[src/rtl/skid_pkg.sv]
// ---------------------------------------------------------------------------
// skid_pkg
// Shared definitions for the skid FIFO buffer and the mailbox top that
// instantiates it.
//   SKID_DATA_WIDTH / SKID_DEPTH : default payload width and buffer depth
//   cnt_w(depth) : width needed to hold a fill level of 0..depth
//   ptr_w(depth) : width needed to address depth entries (never below 1)
// ---------------------------------------------------------------------------
package skid_pkg;

    localparam int SKID_DATA_WIDTH = 32;
    localparam int SKID_DEPTH      = 4;

    // A fill level must represent both empty (0) and full (depth).
    function automatic int cnt_w(input int depth);
        return $clog2(depth + 1);
    endfunction

    // A depth of 1 would give $clog2 = 0, so clamp to a one-bit pointer.
    function automatic int ptr_w(input int depth);
        int w;
        w = $clog2(depth);
        return (w < 1) ? 1 : w;
    endfunction

endpackage

[src/rtl/skid_storage.sv]
// ---------------------------------------------------------------------------
// skid_storage
// DEPTH x DATA_WIDTH register array with one synchronous write port and one
// asynchronous read port. Data is never reset; the owning logic tracks which
// entries are valid.
//   clk     : write clock
//   we_i    : write enable
//   waddr_i : write address
//   wdata_i : write data
//   raddr_i : read address
//   rdata_o : read data (combinational from raddr_i)
// ---------------------------------------------------------------------------
module skid_storage
    import skid_pkg::*;
#(
    parameter int DATA_WIDTH = SKID_DATA_WIDTH,
    parameter int DEPTH      = SKID_DEPTH,
    parameter int PTR_W      = ptr_w(DEPTH)
) (
    input  logic                  clk,
    input  logic                  we_i,
    input  logic [PTR_W-1:0]      waddr_i,
    input  logic [DATA_WIDTH-1:0] wdata_i,
    input  logic [PTR_W-1:0]      raddr_i,
    output logic [DATA_WIDTH-1:0] rdata_o
);

    logic [DATA_WIDTH-1:0] storage_q [DEPTH];

    // Plain write port; addresses beyond DEPTH-1 are never produced by the
    // pointer logic, so no range guard is needed here.
    always_ff @(posedge clk) begin
        if (we_i) begin
            storage_q[waddr_i] <= wdata_i;
        end
    end

    assign rdata_o = storage_q[raddr_i];

endmodule

[src/rtl/skid_fifo_buffer.sv]
// ---------------------------------------------------------------------------
// skid_fifo_buffer
// Elastic valid/ready buffer of configurable depth. in_ready_o is derived
// from the registered fill level only, which cuts the combinational ready
// path from the consumer back to the producer.
//   clk, rst     : clock and asynchronous active-high reset
//   flush_i      : synchronous clear of all stored entries
//   in_valid_i   : upstream beat valid
//   in_ready_o   : buffer can accept a beat
//   data_in      : upstream payload
//   out_valid_o  : downstream beat valid
//   out_ready_i  : downstream accepts beat
//   data_out     : downstream payload
//   count_o      : number of stored entries
//   afull_o      : count_o >= AFULL_LVL
// REG_OUT=1 always presents data from storage; REG_OUT=0 lets a beat fall
// straight through while the buffer is empty.
// ---------------------------------------------------------------------------
module skid_fifo_buffer
    import skid_pkg::*;
#(
    parameter int DATA_WIDTH = SKID_DATA_WIDTH,
    parameter int DEPTH      = SKID_DEPTH,
    parameter int REG_OUT    = 1,
    parameter int AFULL_LVL  = DEPTH - 1
) (
    input  logic                     clk,
    input  logic                     rst,
    input  logic                     flush_i,
    input  logic                     in_valid_i,
    output logic                     in_ready_o,
    input  logic [DATA_WIDTH-1:0]    data_in,
    output logic                     out_valid_o,
    input  logic                     out_ready_i,
    output logic [DATA_WIDTH-1:0]    data_out,
    output logic [cnt_w(DEPTH)-1:0]  count_o,
    output logic                     afull_o
);

    localparam int CW = cnt_w(DEPTH);
    localparam int PW = ptr_w(DEPTH);
    localparam logic [CW-1:0] FULL_CNT  = CW'(DEPTH);
    localparam logic [CW-1:0] AFULL_CNT = CW'(AFULL_LVL);
    localparam logic [PW-1:0] LAST_PTR  = PW'(DEPTH - 1);
    localparam bit            BYPASS    = (REG_OUT == 0);

    logic [PW-1:0]         wrPtr_q, wrPtr_d;
    logic [PW-1:0]         rdPtr_q, rdPtr_d;
    logic [CW-1:0]         count_q, count_d;
    logic                  isEmpty, isFull;
    logic                  push, pop, passThrough, doWrite, doRead;
    logic [DATA_WIDTH-1:0] rdData;

    skid_storage #(
        .DATA_WIDTH (DATA_WIDTH),
        .DEPTH      (DEPTH),
        .PTR_W      (PW)
    ) u_storage (
        .clk     (clk),
        .we_i    (doWrite),
        .waddr_i (wrPtr_q),
        .wdata_i (data_in),
        .raddr_i (rdPtr_q),
        .rdata_o (rdData)
    );

    assign isEmpty    = (count_q == '0);
    assign isFull     = (count_q == FULL_CNT);
    assign in_ready_o = ~isFull;
    assign count_o    = count_q;
    assign afull_o    = (count_q >= AFULL_CNT);

    // Output side: storage head when holding data. An empty registered
    // buffer drives zeros so data_out is defined out of reset; an empty
    // bypass buffer mirrors the upstream channel directly.
    always_comb begin
        out_valid_o = ~isEmpty;
        data_out    = isEmpty ? '0 : rdData;
        if (BYPASS && isEmpty) begin
            out_valid_o = in_valid_i;
            data_out    = data_in;
        end
    end

    // A beat that passes straight through never touches storage, so it
    // must not move the pointers or the count. Flush overrides everything
    // that would otherwise modify stored state.
    assign push        = in_valid_i & in_ready_o;
    assign pop         = out_valid_o & out_ready_i;
    assign passThrough = BYPASS & isEmpty & push & out_ready_i;
    assign doWrite     = push & ~passThrough & ~flush_i;
    assign doRead      = pop & ~passThrough & ~flush_i;

    // Next-state for pointers and fill level. Pointers wrap by explicit
    // compare so non-power-of-two depths use every entry.
    always_comb begin
        wrPtr_d = wrPtr_q;
        rdPtr_d = rdPtr_q;
        count_d = count_q;
        if (flush_i) begin
            wrPtr_d = '0;
            rdPtr_d = '0;
            count_d = '0;
        end else begin
            if (doWrite) begin
                wrPtr_d = (wrPtr_q == LAST_PTR) ? '0 : wrPtr_q + 1'b1;
            end
            if (doRead) begin
                rdPtr_d = (rdPtr_q == LAST_PTR) ? '0 : rdPtr_q + 1'b1;
            end
            case ({doWrite, doRead})
                2'b10:   count_d = count_q + 1'b1;
                2'b01:   count_d = count_q - 1'b1;
                default: count_d = count_q;
            endcase
        end
    end

    // State register; reset empties the buffer immediately.
    always_ff @(posedge clk or posedge rst) begin
        if (rst) begin
            wrPtr_q <= '0;
            rdPtr_q <= '0;
            count_q <= '0;
        end else begin
            wrPtr_q <= wrPtr_d;
            rdPtr_q <= rdPtr_d;
            count_q <= count_d;
        end
    end

    // Structural invariants of the buffer and the downstream handshake.
    a_count_max: assert property (@(posedge clk) disable iff (rst)
        count_q <= FULL_CNT);

    a_no_push_full: assert property (@(posedge clk) disable iff (rst)
        !(push && isFull));

    a_out_stable: assert property (@(posedge clk) disable iff (rst)
        (out_valid_o && !out_ready_i && !flush_i) |=> (out_valid_o && $stable(data_out)));

endmodule

[config.mk]
export PLATFORM = sky130hd
export DESIGN_NAME = skid_fifo_buffer
export DESIGN_NICKNAME = d
export VERILOG_FILES = /design/src/rtl/skid_pkg.sv /design/src/rtl/skid_storage.sv /design/src/rtl/skid_fifo_buffer.sv
export SDC_FILE = /design/constraint.sdc
export NUM_CORES = 1
export LEC_CHECK = 0
export BUFFER_PORTS_ARGS = -buffer_cell sky130_fd_sc_hd__buf_2
export CELL_PAD_IN_SITES_DETAIL_PLACEMENT = 1
export CELL_PAD_IN_SITES_GLOBAL_PLACEMENT = 1
export CORE_ASPECT_RATIO = 0.6
export CORE_MARGIN = 2
export CORE_UTILIZATION = 45
export CTS_BUF_LIST = sky130_fd_sc_hd__clkbuf_8
export CTS_CLUSTER_SIZE = 24
export DETAILED_ROUTE_END_ITERATION = 8
export HOLD_SLACK_MARGIN = 0.1
export MAX_ROUTING_LAYER = met4
export PLACE_DENSITY = 0.71
export RECOVER_POWER = 100
export SYNTH_ARGS = -nofsm -noshare
export SYNTH_HDL_FRONTEND = slang
export SYNTH_SLANG_ARGS = --single-unit
export TNS_END_PERCENT = 100
[constraint.sdc]
create_clock -name clk -period 6.7 [get_ports clk]
set_clock_uncertainty 0.1 [all_clocks]
set_input_delay 0.67 -clock clk [delete_from_list [all_inputs] [get_ports clk]]
set_output_delay 0.67 -clock clk [all_outputs]
set_load 0.02 [all_outputs]
# == After elaboration in Yosys (flattened, before gate mapping) ==
# Memory sizes are Yosys's and may differ from the RTL's.
# Index checks and enable logic that the tools add are counted.
# totals
wordCells,36
ff_bits,7
mem_count,1
ramBits,128
out_inout_bits,38
input_bits,37
# memory_table
memory,depth,word_bits,read_ports,rd_clocked_by_memory_dff,write_ports,line_no,rtl
u_storage.storage_q,4,32,1,0,1,skid_storage.sv:28,logic [DATA_WIDTH-1:0] storage_q [DEPTH];
# op_classes
mux,11
n_reduce_logical,4
order_cmp,1
eq_ne,5
addsub,4
n_bitwise,7
# op_table
cell,n
two-way mux 32 bit,1
two-way mux 2 bit,6
"equality test 2 bit, second input constant",3
one-hot mux 3 bit (2 select lines),1
"adder 2 x 1 -> 2 bit, second input constant",2
AND 1 bit,4
nonzero test 2 bit,2
"adder 3 x 1 -> 3 bit, second input constant",1
"equality test 3 bit, second input constant",1
">= comparator 3 x 2 -> 1 bit, second input constant",1
logical NOT 3 bit,1
two-way mux 3 bit,1
NOT 1 bit,3
nonzero test 3 bit,1
"subtractor 3 x 1 -> 3 bit, second input constant",1
"equality test 2 x 1 -> 1 bit, second input constant",1
two-way mux 1 bit,2

# == Longest topological paths before layout ==
# depth
ltp_word,7
depth_mapped,8
ltp_nobuf,7

# == Hierarchy ==
# From an unflattened synthesis, not the netlist that was laid out.
# hier_totals
hier_cells,264
area_unflattened_um2,5442.7
# modules_own_cells
mod,seq_area_each_um2,n_inst,cells_per_inst,area_per_inst_um2
skid_storage,3843.7,1,171,4689.5
skid_fifo_buffer,175.2,1,93,753.2

# == Worst setup path before layout ==
# OpenSTA, ideal clock, no wires.
# synth_timing
path_type,register to register
start,"register count_q[2], in the netlist count_o[2]"
end,"memory u_storage.storage_q[1][0] (netlist name), enable pin"
setup_ps,468
t_required_ps,6132
synth_period_minus_slack_ps,4119
path_stages_with_launch,6
t_arrival_ps,3551
path_buffers,1
path_slack_ps,2581
path_cell_list,dfrtp_1 -> buf_4 -> nor3b_1 -> inv_1 -> nand2_1 -> nor3b_1
# synth_via
elab_chain_len,6
# synth_rtl
element,line_no,rtl
from (decl),skid_fifo_buffer.sv:49,"logic [CW-1:0] count_q, count_d;"
from (signal assigned),skid_fifo_buffer.sv:128,count_q <= count_d;
equality test 3 bit,skid_fifo_buffer.sv:68,assign isFull = (count_q == FULL_CNT);
NOT 1 bit,skid_fifo_buffer.sv:69,assign in_ready_o = ~isFull;
net in_ready_o,skid_fifo_buffer.sv:31,"output logic in_ready_o,"
AND 1 bit,skid_fifo_buffer.sv:88,assign push = in_valid_i & in_ready_o;
AND 1 bit,skid_fifo_buffer.sv:91,assign doWrite = push & ~passThrough & ~flush_i;
two-way mux 1 bit,skid_storage.sv:33,if (we_i) begin
two-way mux 1 bit (not written as such),skid_storage.sv:34,storage_q[waddr_i] <= wdata_i;
to (decl),skid_storage.sv:28,
# The timed path passes the listed nets, and every way through them passes these cells.

# == Worst setup path in the final report ==
# layout_timing
start,"register count_q[0], in the netlist count_o[0]"
end,"memory u_storage.storage_q[2][16] (netlist name), enable pin"
# layout_via
elab_chain_len,6
# layout_rtl
element,line_no
equality test 3 bit,skid_fifo_buffer.sv:68
NOT 1 bit,skid_fifo_buffer.sv:69
AND 1 bit,skid_fifo_buffer.sv:88
AND 1 bit,skid_fifo_buffer.sv:91
two-way mux 1 bit,skid_storage.sv:33
two-way mux 1 bit (not written as such),skid_storage.sv:34
# Every way passes these cells.

==> metrics.csv <==
stage;metric;value;unit
synth;Synth Area in Adders;1.52;%
setup_path;CP bufs+invs;2;
synth;multiplexer share of the synthesized area;13.6;%
place;I/O Buffers;74;
sta;fin crit share;62.8;%
drt;DR vias;2753;
clocking;clock sink count;135;
hold_path;hold_sp;data_in[14];
setup_path;Worst Path Required;6.62;ns
clocking;post-CTS sizing;0;
setup_path;Worst setup SP type;register;
clocking;root buf cell;clkbuf_8;
setup_path;worst reg2reg setup slack;2.49;ns
synth;synth unique cells;37;
global_routing;total track usage;17.9;%
floorplan;row cnt;31;
synth;Netlist Area Pre-Place;5440;um^2
place;Post-Place Cell Area;5980;um^2
setup_path;crit-path max FO;20;
floorplan;Die X;146;um
drt;WL final;10500;um
setup_path;Critical Path Start;count_o[0]$_DFFE_PP0P_;
finish;proportion of layout cells with a drive suffix above 1;19.6;%
synth;Synth Flop Type;edfxtp_1;
setup_path;CP delay by family, top;simple AND/OR/NAND/NOR gates;
global_routing;grt ovf;0;
sta;final worst setup slack;2.49;ns
sta;FMAX;0.238;GHz
synth;sequential-to-total area share from yosys stat;73.9;%
synth;post-synthesis compound-gate area fraction;2.03;%
setup_path;Crit Path Class;reg2reg;
pwr;Int Power;1400;uW
setup_path;Register-to-Register Path Depth;5;
sta;Slew @ Worst Pin;2.06;ns
clocking;Clock Latency Late Sink;0.41;ns
global_routing;global-route wire length before repair;16400;um
setup_path;Setup crit end kind;register;
finish;final core occ;52.8;%
place;hpwl dp;6680;um
sta;Final Hold Fails;0;
clocking;# H-tree levels;4;
synth;net count after synthesis;314;
synth;Yosys reg bits;135;
synth;Yosys top cell area share;70.7;%
finish;Final nets;397;
clocking;TritonCTS clock tree;yes;
setup_path;crit path cell chain;nor3b_1 -> inv_1 -> nand2_1 -> nor3b_1 -> clkbuf_1;
drt;drt drc;0;
sta;final slew viol count;141;
floorplan;die area;13000;um^2
sta;unrepaired setup endpoints after global routing;false;
synth;top cells by area, synth;edfxtp_1, mux4_2, nor2b_1, dfrtp_1, ha_1;
finish;final instance area;6280;um^2
drt;Initial DRT Pass Iterations;4;
pwr;switching share of power;24.9;%
run_status;status;finished with violations;
drt;routed len/inst;19.7;um
place;setup slack at placement;3.67;ns
synth;Syn Inst Count;271;
pwr;Seq pwr share;51.9;%
floorplan;# IOs;75;
drt;vias per cell;5.17;
run_status;failing checks;max-capacitance violations, max-slew violations;
floorplan;Die Y;89.1;um
synth;XOR/XNOR share of the synthesized area;0.161;%
setup_path;CP arrival;4.13;ns
pwr;P per Cell Area;297;nW/um^2
setup_path;CP max stage cell;nor3b_1;
clocking;Longest Clk Path Bufs;2;
synth;most common cell in the netlist;edfxtp_1;
sta;slew margin rel.;-37.9;%
pwr;Gate power share;10.5;%
finish;Filler Cell Count;1149;
global_routing;vias in the first global route;2909;
synth;Yosys top cell by area;edfxtp_1;
synth;Yosys warning total;0;
sta;Final min period;4.21;ns
finish;Inserted Diodes;0;
drt;Routed Antenna Nets;0;
synth;ys async rst share;5.19;%
hold_path;HP Class;in2reg;
hold_path;sink of the worst hold path;u_storage.storage_q[3][14]$_DFFE_PP_;
synth;EDFF count, synth;128;
job;max-cap violation count;7;
synth;Avg Cell Area, Syn;20.1;um^2
place;routability cong.;0.723;
synth;most instantiated cells after synthesis;edfxtp_1, mux4_2, nor2b_1;
setup_path;slowest stage delay, CP;1.64;ns
setup_path;cell mode on critical path;nor3b_1;
synth;largest family of logic cells by synthesized area;multiplexers;
floorplan;starting density of the core;45.7;%
sta;setup TNS;0;ns
pwr;P_leak;0.00197;uW
global_routing;initial antenna violation count;0;
floorplan;core area;11900;um^2
setup_path;worst flop-to-flop path startpoint;count_o[0]$_DFFE_PP0P_;
pwr;clock group share of total power;37.7;%
finish;Area growth, synth to finish;15.6;%
clocking;total CTS buffers;17;
pwr;VDD IR-drop max;0.158;mV
global_routing;largest net degree at the start of global routing;35;
setup_path;Critical R2R Capture;u_storage.storage_q[2][16]$_DFFE_PP_;
synth;Simple-Gate Fraction of Synth Area;6.12;%
drt;Iteration-0 DRC Markers;165;
hold_path;hold depth;1;
clocking;Clock Pin Slew Worst Setup and Hold Paths;0.08;ns
pwr;Psw;464;uW
sta;Setup violations, final;0;
-- power groups by stage --
stage | Sequential [uW] | Combinational, uW | Clock, uW
global placement | 985 | 206 | 0
CTS | 968 | 211 | 718
floorplan | 976 | 148 | 0
global route | 972 | 215 | 754
detailed placement | 987 | 209 | 0
finish | 969 | 195 | 703
-- cell families (layout without fill, tap and decap cells) --
family          after synthesis  after routing
flops                       135            135
simple gates                 54             54
mux                          34             34
buf+inv                      25            121
compound gates               16             16
fa+ha+maj                     6              6
xor+xnor                      1              1
-- how the worst max path moves through the flow --
stage,endpoint,slack (ns),cells after the start
after floorplan,u_storage.storage_q[1][0]$_DFFE_PP_,2.58,5
after global placement,u_storage.storage_q[2][28]$_DFFE_PP_,3.78,4
after detailed placement,u_storage.storage_q[2][17]$_DFFE_PP_,3.67,4
after CTS,data_out[4],3.27,4
after global routing,u_storage.storage_q[3][4]$_DFFE_PP_,2.06,5
final,u_storage.storage_q[2][16]$_DFFE_PP_,2.49,5
-- repair_timing --
item / in CTS / in global routing
setup buffers: 0 / 0
hold buffers: 1 / 0
endpoints found under the hold margin: 7 / 0
-- per-layer routing --
metal  part of all wire (%)  vias up  global-route usage [%]
li1                       -     1245                       -
met5                      0        -                       -
met1                     49     1428                    24.3
met3                    4.2        7                    5.00
met4                   0.54        0                    5.26
met2                     47       73                    26.9
-- worst reg2reg max path, cell delays in order (launching register included) --
cell and delay (ns):
dfrtp_1 0.62, nor3b_1 0.16, inv_1 0.14, nand2_1 0.13
nor3b_1 1.64, clkbuf_1 1.03
-- registers in the layout, indices dropped and copies added, names as in the netlist --
name                 flops
rdPtr_q                  2
count_o                  3
u_storage.storage_q    128
wrPtr_q                  2
-- final cells by class --
type	instances	area (um^2)	share of cell area, %
inverters	8	30.0	0.478
flip-flops and latches	135	4020	64.0
repair buffers	81	320	5.10
clock inverters	15	191	3.05
clock buffers	17	234	3.72
multi-input cells	111	1280	20.4
well taps	165	206	3.28
-- metrics by stage --
step / hold slack, ns / power, uW / cells
after CTS: 0.339 / 1900 / 532
after detailed placement: 0.509 / 1200 / 499
final: 0.413 / 1870 / 532
after floorplan: 0.373 / 1120 / 271
after global routing: 0.391 / 1940 / 532
after global placement: 0.517 / 1190 / 499
-- layout by cell type, fill, tap and decap left out, types with 2 or more instances in the layout --
cell,count
clkinv_4,2
nor2_1,2
nand3_1,4
buf_2,5
nor3b_1,5
nor2b_1,32
inv_6,4
clkbuf_8,17
mux4_2,32
edfxtp_1,128
ha_1,5
clkinvlp_4,3
dfrtp_1,6
o2111ai_1,2
bufinv_16,3
inv_8,2
clkbuf_1,74
o21ai_0,2
nand2_1,3
a211oi_1,2
a21oi_1,4
inv_1,8
No activity file was read; power rests on OpenSTA's default activity.
